`config.mk`:
```
export PLATFORM = sky130hd
export DESIGN_NAME = dsp_mac_slice_flat
export DESIGN_NICKNAME = d
export VERILOG_FILES = /design/src/rtl/dsp_mac_slice_if.sv /design/src/rtl/dsp_mac_slice.sv /design/src/flat_wrapper.sv
export SDC_FILE = /design/constraint.sdc
export NUM_CORES = 2
export LEC_CHECK = 0
export CORE_ASPECT_RATIO = 1.2
export CORE_MARGIN = 2
export CORE_UTILIZATION = 63
export CTS_CLUSTER_SIZE = 10
export DETAILED_ROUTE_END_ITERATION = 16
export GPL_ROUTABILITY_DRIVEN = 1
export PLACE_DENSITY_LB_ADDON = 0.12
export SETUP_SLACK_MARGIN = 0.3
export SLEW_MARGIN = 30
export SYNTH_ARGS = -nofsm -noshare
export SYNTH_HDL_FRONTEND = slang
export SYNTH_SLANG_ARGS = --single-unit
```
`constraint.sdc`:
```
create_clock -name clk -period 8.85 [get_ports clk]
set_input_delay 2.2125 -clock clk [delete_from_list [all_inputs] [get_ports clk]]
set_output_delay 2.2125 -clock clk [all_outputs]
set_load 0.005 [all_outputs]
```
`src/rtl/dsp_mac_slice_if.sv`:
```
// dsp_mac_slice_if: sample-in / result-out bus of the multi-channel MAC slice.
interface dsp_mac_slice_if #(
  parameter int A_W   = 18,
  parameter int B_W   = 18,
  parameter int ACC_W = 48,
  parameter int CH_W  = 2
);
  logic             ce;
  logic             in_valid;
  logic [CH_W-1:0]  in_ch;
  logic             in_first;
  logic             in_last;
  logic [A_W-1:0]   a;
  logic [B_W-1:0]   b;
  logic [B_W-1:0]   d;
  logic [2:0]       opmode;
  logic             out_valid;
  logic [CH_W-1:0]  out_ch;
  logic [ACC_W-1:0] p;
  logic             ovf;
  modport master (output ce, in_valid, in_ch, in_first, in_last, a, b, d, opmode,
                  input  out_valid, out_ch, p, ovf);
  modport slave  (input  ce, in_valid, in_ch, in_first, in_last, a, b, d, opmode,
                  output out_valid, out_ch, p, ovf);
endinterface

```
`src/rtl/dsp_mac_slice.sv`:
```
// dsp_mac_slice: 4-stage signed pre-add/multiply/accumulate with a per-channel
// accumulator bank, FIRST/LAST framing and optional saturation.
module dsp_mac_slice #(
  parameter int A_W      = 18,
  parameter int B_W      = 18,
  parameter int ACC_W    = 48,
  parameter int CHANNELS = 4,
  parameter int CH_W     = 2,
  parameter int SATURATE = 1
) (
  input logic             clk,
  input logic             rst_n,
  dsp_mac_slice_if.slave  io_mac
);
  localparam int M_W = B_W + 1;
  localparam int P_W = A_W + B_W + 1;
  logic                    r1_valid, r1_first, r1_last;
  logic [CH_W-1:0]         r1_ch;
  logic [2:0]              r1_op;
  logic [A_W-1:0]          r1_a;
  logic [B_W-1:0]          r1_b, r1_d;
  logic                    r2_valid, r2_first, r2_last, r2_sub;
  logic [CH_W-1:0]         r2_ch;
  logic [A_W-1:0]          r2_a;
  logic [M_W-1:0]          r2_mb;
  logic                    r3_valid, r3_first, r3_last, r3_sub;
  logic [CH_W-1:0]         r3_ch;
  logic [P_W-1:0]          r3_prod;
  logic [ACC_W-1:0]        r_acc [CHANNELS];
  logic [CHANNELS-1:0]     r_ovf;
  logic                    r_out_valid, r_out_ovf;
  logic [CH_W-1:0]         r_out_ch;
  logic [ACC_W-1:0]        r_p;
  logic [M_W-1:0]          w_mb;
  logic [ACC_W:0]          w_base, w_prod, w_sum;
  logic [ACC_W-1:0]        w_wr;
  logic                    w_hit, w_of, w_ovf_new;
  always_comb begin
    w_mb      = !r1_op[0] ? {r1_b[B_W-1], r1_b}
              : r1_op[1]  ? {r1_d[B_W-1], r1_d} - {r1_b[B_W-1], r1_b}
              :             {r1_d[B_W-1], r1_d} + {r1_b[B_W-1], r1_b};
    w_hit     = r3_valid && int'(r3_ch) < CHANNELS;
    w_base    = r3_first ? '0 : {r_acc[r3_ch][ACC_W-1], r_acc[r3_ch]};
    w_prod    = {{(ACC_W-P_W+1){r3_prod[P_W-1]}}, r3_prod};
    w_sum     = r3_sub ? w_base - w_prod : w_base + w_prod;
    w_of      = w_sum[ACC_W] ^ w_sum[ACC_W-1];
    // Clamp direction follows the true sign, which is the extra top bit of the sum.
    w_wr      = (w_of && SATURATE != 0)
              ? (w_sum[ACC_W] ? {1'b1, {(ACC_W-1){1'b0}}} : {1'b0, {(ACC_W-1){1'b1}}})
              : w_sum[ACC_W-1:0];
    w_ovf_new = (!r3_first && r_ovf[r3_ch]) || w_of;
  end
  always_ff @(posedge clk or negedge rst_n) begin
    if (!rst_n) begin
      {r1_valid, r1_first, r1_last, r1_ch, r1_op, r1_a, r1_b, r1_d} <= '0;
      {r2_valid, r2_first, r2_last, r2_sub, r2_ch, r2_a, r2_mb} <= '0;
      {r3_valid, r3_first, r3_last, r3_sub, r3_ch, r3_prod} <= '0;
      for (int i = 0; i < CHANNELS; i++) r_acc[i] <= '0;
      r_ovf       <= '0;
      r_out_valid <= 1'b0;
      r_out_ovf   <= 1'b0;
      r_out_ch    <= '0;
      r_p         <= '0;
    end else if (io_mac.ce) begin
      r1_valid    <= io_mac.in_valid;
      r1_first    <= io_mac.in_first;
      r1_last     <= io_mac.in_last;
      r1_ch       <= io_mac.in_ch;
      r1_op       <= io_mac.opmode;
      r1_a        <= io_mac.a;
      r1_b        <= io_mac.b;
      r1_d        <= io_mac.d;
      r2_valid    <= r1_valid;
      r2_first    <= r1_first;
      r2_last     <= r1_last;
      r2_sub      <= r1_op[2];
      r2_ch       <= r1_ch;
      r2_a        <= r1_a;
      r2_mb       <= w_mb;
      r3_valid    <= r2_valid;
      r3_first    <= r2_first;
      r3_last     <= r2_last;
      r3_sub      <= r2_sub;
      r3_ch       <= r2_ch;
      r3_prod     <= P_W'($signed(r2_a)) * P_W'($signed(r2_mb));
      if (w_hit) begin
        r_acc[r3_ch] <= w_wr;
        r_ovf[r3_ch] <= w_ovf_new;
      end
      r_out_valid <= w_hit && r3_last;
      if (w_hit && r3_last) begin
        r_p       <= w_wr;
        r_out_ch  <= r3_ch;
        r_out_ovf <= w_ovf_new;
      end
    end else begin
      r_out_valid <= 1'b0;
    end
  end
  assign io_mac.out_valid = r_out_valid;
  assign io_mac.out_ch    = r_out_ch;
  assign io_mac.p         = r_p;
  assign io_mac.ovf       = r_out_ovf;
endmodule
```
`src/flat_wrapper.sv`:
```
// flat-port wrapper written by rule: the top's interface ports become plain ports
module dsp_mac_slice_flat 
#(
  parameter int A_W      = 18,
  parameter int B_W      = 18,
  parameter int ACC_W    = 48,
  parameter int CHANNELS = 4,
  parameter int CH_W     = 2,
  parameter int SATURATE = 1
)
  (clk, rst_n, io_mac_ce, io_mac_in_valid, io_mac_in_ch, io_mac_in_first, io_mac_in_last, io_mac_a, io_mac_b, io_mac_d, io_mac_opmode, io_mac_out_valid, io_mac_out_ch, io_mac_p, io_mac_ovf);
  dsp_mac_slice_if #(.A_W(A_W), .B_W(B_W), .ACC_W(ACC_W), .CH_W(CH_W)) io_mac_i ();
  input logic clk;
  input logic rst_n;
  input wire logic [$bits(io_mac_i.ce)-1:0] io_mac_ce;
  input wire logic [$bits(io_mac_i.in_valid)-1:0] io_mac_in_valid;
  input wire logic [$bits(io_mac_i.in_ch)-1:0] io_mac_in_ch;
  input wire logic [$bits(io_mac_i.in_first)-1:0] io_mac_in_first;
  input wire logic [$bits(io_mac_i.in_last)-1:0] io_mac_in_last;
  input wire logic [$bits(io_mac_i.a)-1:0] io_mac_a;
  input wire logic [$bits(io_mac_i.b)-1:0] io_mac_b;
  input wire logic [$bits(io_mac_i.d)-1:0] io_mac_d;
  input wire logic [$bits(io_mac_i.opmode)-1:0] io_mac_opmode;
  output wire logic [$bits(io_mac_i.out_valid)-1:0] io_mac_out_valid;
  output wire logic [$bits(io_mac_i.out_ch)-1:0] io_mac_out_ch;
  output wire logic [$bits(io_mac_i.p)-1:0] io_mac_p;
  output wire logic [$bits(io_mac_i.ovf)-1:0] io_mac_ovf;
  assign io_mac_i.ce = io_mac_ce;
  assign io_mac_i.in_valid = io_mac_in_valid;
  assign io_mac_i.in_ch = io_mac_in_ch;
  assign io_mac_i.in_first = io_mac_in_first;
  assign io_mac_i.in_last = io_mac_in_last;
  assign io_mac_i.a = io_mac_a;
  assign io_mac_i.b = io_mac_b;
  assign io_mac_i.d = io_mac_d;
  assign io_mac_i.opmode = io_mac_opmode;
  assign io_mac_out_valid = io_mac_i.out_valid;
  assign io_mac_out_ch = io_mac_i.out_ch;
  assign io_mac_p = io_mac_i.p;
  assign io_mac_ovf = io_mac_i.ovf;
  dsp_mac_slice #(.A_W(A_W), .B_W(B_W), .ACC_W(ACC_W), .CHANNELS(CHANNELS), .CH_W(CH_W), .SATURATE(SATURATE)) u_core (.clk(clk), .rst_n(rst_n), .io_mac(io_mac_i));
endmodule
```
==> impl_results.md <==
- IO Port Bufs: 116
- Final instance area: 36400 um2
- Netlist Area Pre-Place: 33600 um2
- PostCTS Resize Cnt: 0
- Hold Slack: 0.477 ns
- Non-filler cells, final: 4228
- I/O pins: 117
- Critical-path top delay cell: dfrtp_1
- Clock root buffer: clkbuf_16
- # clock sinks: 396
- Full die area: 55100 um2
- Syn Inst Count: 3519
- Number of fill cells in the layout: 4095
- Slew at the pin closest to its max-slew limit: 0.971 ns
- DRC Markers: 0
- Layout Skew: 0.0310 ns
- Clock Latency Late Sink: 0.59 ns
- Via density: 5.87
- Initial DRC count: 1532
- CP most frequent cell: fa_1
- H-tree depth: 2
- Inserted Diodes: 0
- Area growth from synthesis to layout: 8.57%
- Final Max Tran Viols: 0
- Crit end category: flop
- Die Y: 257 um
- Post-CTS Setup Bufs: 0
- Core Area: 52600 um2
- Post-synthesis register bit count: 396
- Fmax: 0.142 GHz
- Post-synth EDFFs: 0
- DP Area: 35100 um2
- Initial Util: 0.638
- Outcome: complete, no violations
- Fraction of registers with async set/reset: 1.00
- Max-cap violation count: 0
- Routed WL per cell: 19.6 um
- Most common cell after layout, fill and taps aside: nand2_1
- Final ANT Viol Nets: 0
- Layout cells sized above 1: 0.0749
- Critical path type: reg -> reg
- CTS max path bufs: 3
- GRT Total Usage: 0.314
- Clock period minus worst slack: 7.06 ns
- Hold Crit Class: reg -> reg
- Syn Area/Cell: 9.54 um2
- Dpl hpwl: 61.7 mm
- Via count: 24800
- Slowest cell delay on critical path: 0.93 ns
- Global-route wire length before repair: 139 mm
- CTS buffer count: 47
- Final Setup Violations: 0
- Initial antenna violation count: 1
- Critical Path AT: 7.57 ns
- Sequential area share after synthesis: 0.295
- GRT Residual Overflow: 0
- First-pass iteration count of the detailed router: 5
- Period utilization: 0.798
- CP max FO: 20
- CP Cell Sequence: nand2_1 -> fa_1 -> inv_1 -> fa_1 -> inv_1 -> fa_1 -> inv_1 -> fa_1 -> fa_1 -> inv_1 -> fa_1 -> inv_1 -> ha_1 -> a21oi_1 -> o21ai_0 -> a21oi_1 -> o22ai_1 -> a311o_1 -> a31o_2 -> a21o_1 -> a221oi_1 -> nand4b_1 -> o211ai_1
- Most used DFF post-synth: dfrtp_1
- Worst EP required: 9.36 ns
- Most frequent cells in the layout: nand2_1 (464), inv_1 (427), dfrtp_1 (393), fa_1 (347), o21ai_0 (193)
- Vias in the first global route: 26800
- Largest net degree at the start of global routing: 184
- Std cell rows: 92
- Yosys warnings: 0
- Netlist cell types: 70
- Nets: 4091
- Relative slew slack: 0.350
- Final Hold Fails: 0
- GPL Wtd Cong: 0.917
- Detailed Route WL: 82.8 mm
- CTS tree: built
- Die W: 215 um
- Syn_nets: 4094
- CTS Hold Bufs: 0
- Clock transition at path regs: 0.06 ns
- Startpoint Class: flop
- Cell Count Post-Placement: 4171
- Setup TNS: 0 ns
- Unrepaired setup endpoints after global routing: no
[layer usage]
layer  share of wire  GRT usage
met1            0.42      0.415
met2            0.51      0.547
met3           0.050     0.0403
met4           0.025     0.0847
met5         0.00022          0
[Yosys cell counts (16+ instances only)]
| library cell | n | area (um2) |
|---|---|---|
| o21ai_1 | 103 | 515 |
| xnor2_1 | 116 | 1020 |
| mux2_2 | 111 | 1250 |
| dfrtp_1 | 396 | 9910 |
| a21oi_1 | 172 | 861 |
| mux2i_1 | 18 | 180 |
| o21ai_0 | 193 | 966 |
| nor2b_1 | 59 | 369 |
| inv_1 | 427 | 1600 |
| fa_1 | 347 | 6950 |
| nand2b_1 | 17 | 106 |
| nand3_1 | 25 | 125 |
| nand4_1 | 16 | 100 |
| clkbuf_1 | 168 | 631 |
| ha_1 | 163 | 2040 |
| nor3_1 | 34 | 170 |
| and2_1 | 177 | 1110 |
| o21bai_1 | 16 | 120 |
| a21o_1 | 42 | 315 |
| nor2_1 | 185 | 694 |
| nand2_1 | 466 | 1750 |
| xor2_1 | 35 | 307 |
| mux4_2 | 49 | 1100 |
[cell families after synthesis]
kind of cell	count (synthesis)	synth area share
AO/OA/AOI/OAI	632	0.109
AND/OR/NAND/NOR	1028	0.143
flip-flops	396	0.295
multiplexers	178	0.0755
buffers and inverters	624	0.0708
XOR/XNOR	151	0.0394
adder cells (fa/ha/maj)	510	0.268
[state kept, by name, summed over array words and instances, names as in the netlist, 4 cells and up]
signal           count
u_core.r2_mb        19
u_core.r_ovf         4
u_core.r1_d         18
u_core.r1_a         18
u_core.io_mac.p     48
u_core.r1_b         18
u_core.r3_prod      37
u_core.r_acc       192
u_core.r2_a         18
[per-stage QoR]
step | setup slack, ns | util
detailed placement | 1.85 | 0.667
global placement | 2.01 | 0.667
finish | 1.79 | 0.693
global route | 1.46 | 0.693
floorplan | 2.60 | -
CTS | 1.83 | 0.692
[cell type report]
cell class	instances	area, um2	area share
Multi-Input combinational cell	2499	21300	0.584
Clock buffer	50	1200	0.0329
Clock inverter	6	115	0.00316
Tap cell	705	882	0.0242
Inverter	428	1610	0.0441
Sequential cell	396	9920	0.272
Timing Repair Buffer	144	1430	0.0391
[final timing paths]
path / depth (start not counted) / slack, ns / endpoint / start
min in group asynchronous: 1 / 1.60 / u_core.r1_a[7]$_DFFE_PN0P_ / rst_n
max in group asynchronous: 3 / 5.82 / u_core.r_acc[44]$_DFFE_PN0P_ / rst_n
worst max register to register: 23 / 1.79 / u_core.r3_prod[35]$_DFFE_PN0P_ / u_core.r2_a[9]$_DFFE_PN0P_
worst min-delay path: 2 / 0.48 / u_core.r_acc[82]$_DFFE_PN0P_ / u_core.r_acc[82]$_DFFE_PN0P_
worst min register to register: 2 / 0.48 / u_core.r_acc[82]$_DFFE_PN0P_ / u_core.r_acc[82]$_DFFE_PN0P_
worst max-delay path: 23 / 1.79 / u_core.r3_prod[35]$_DFFE_PN0P_ / u_core.r2_a[9]$_DFFE_PN0P_
[critical path: cells and delay by family, from the launching register on]
kind                     cells  cell delay, ns
flip-flops                   1            0.93
AND/OR/NAND/NOR              2            0.34
buffers and inverters        5            0.28
adder cells (fa/ha/maj)      7            3.39
AO/OA/AOI/OAI                9            2.02
Power is left out: the tool's default activity adds up to more than one toggle a clock period on the data nets, which glitch-free logic cannot reach.
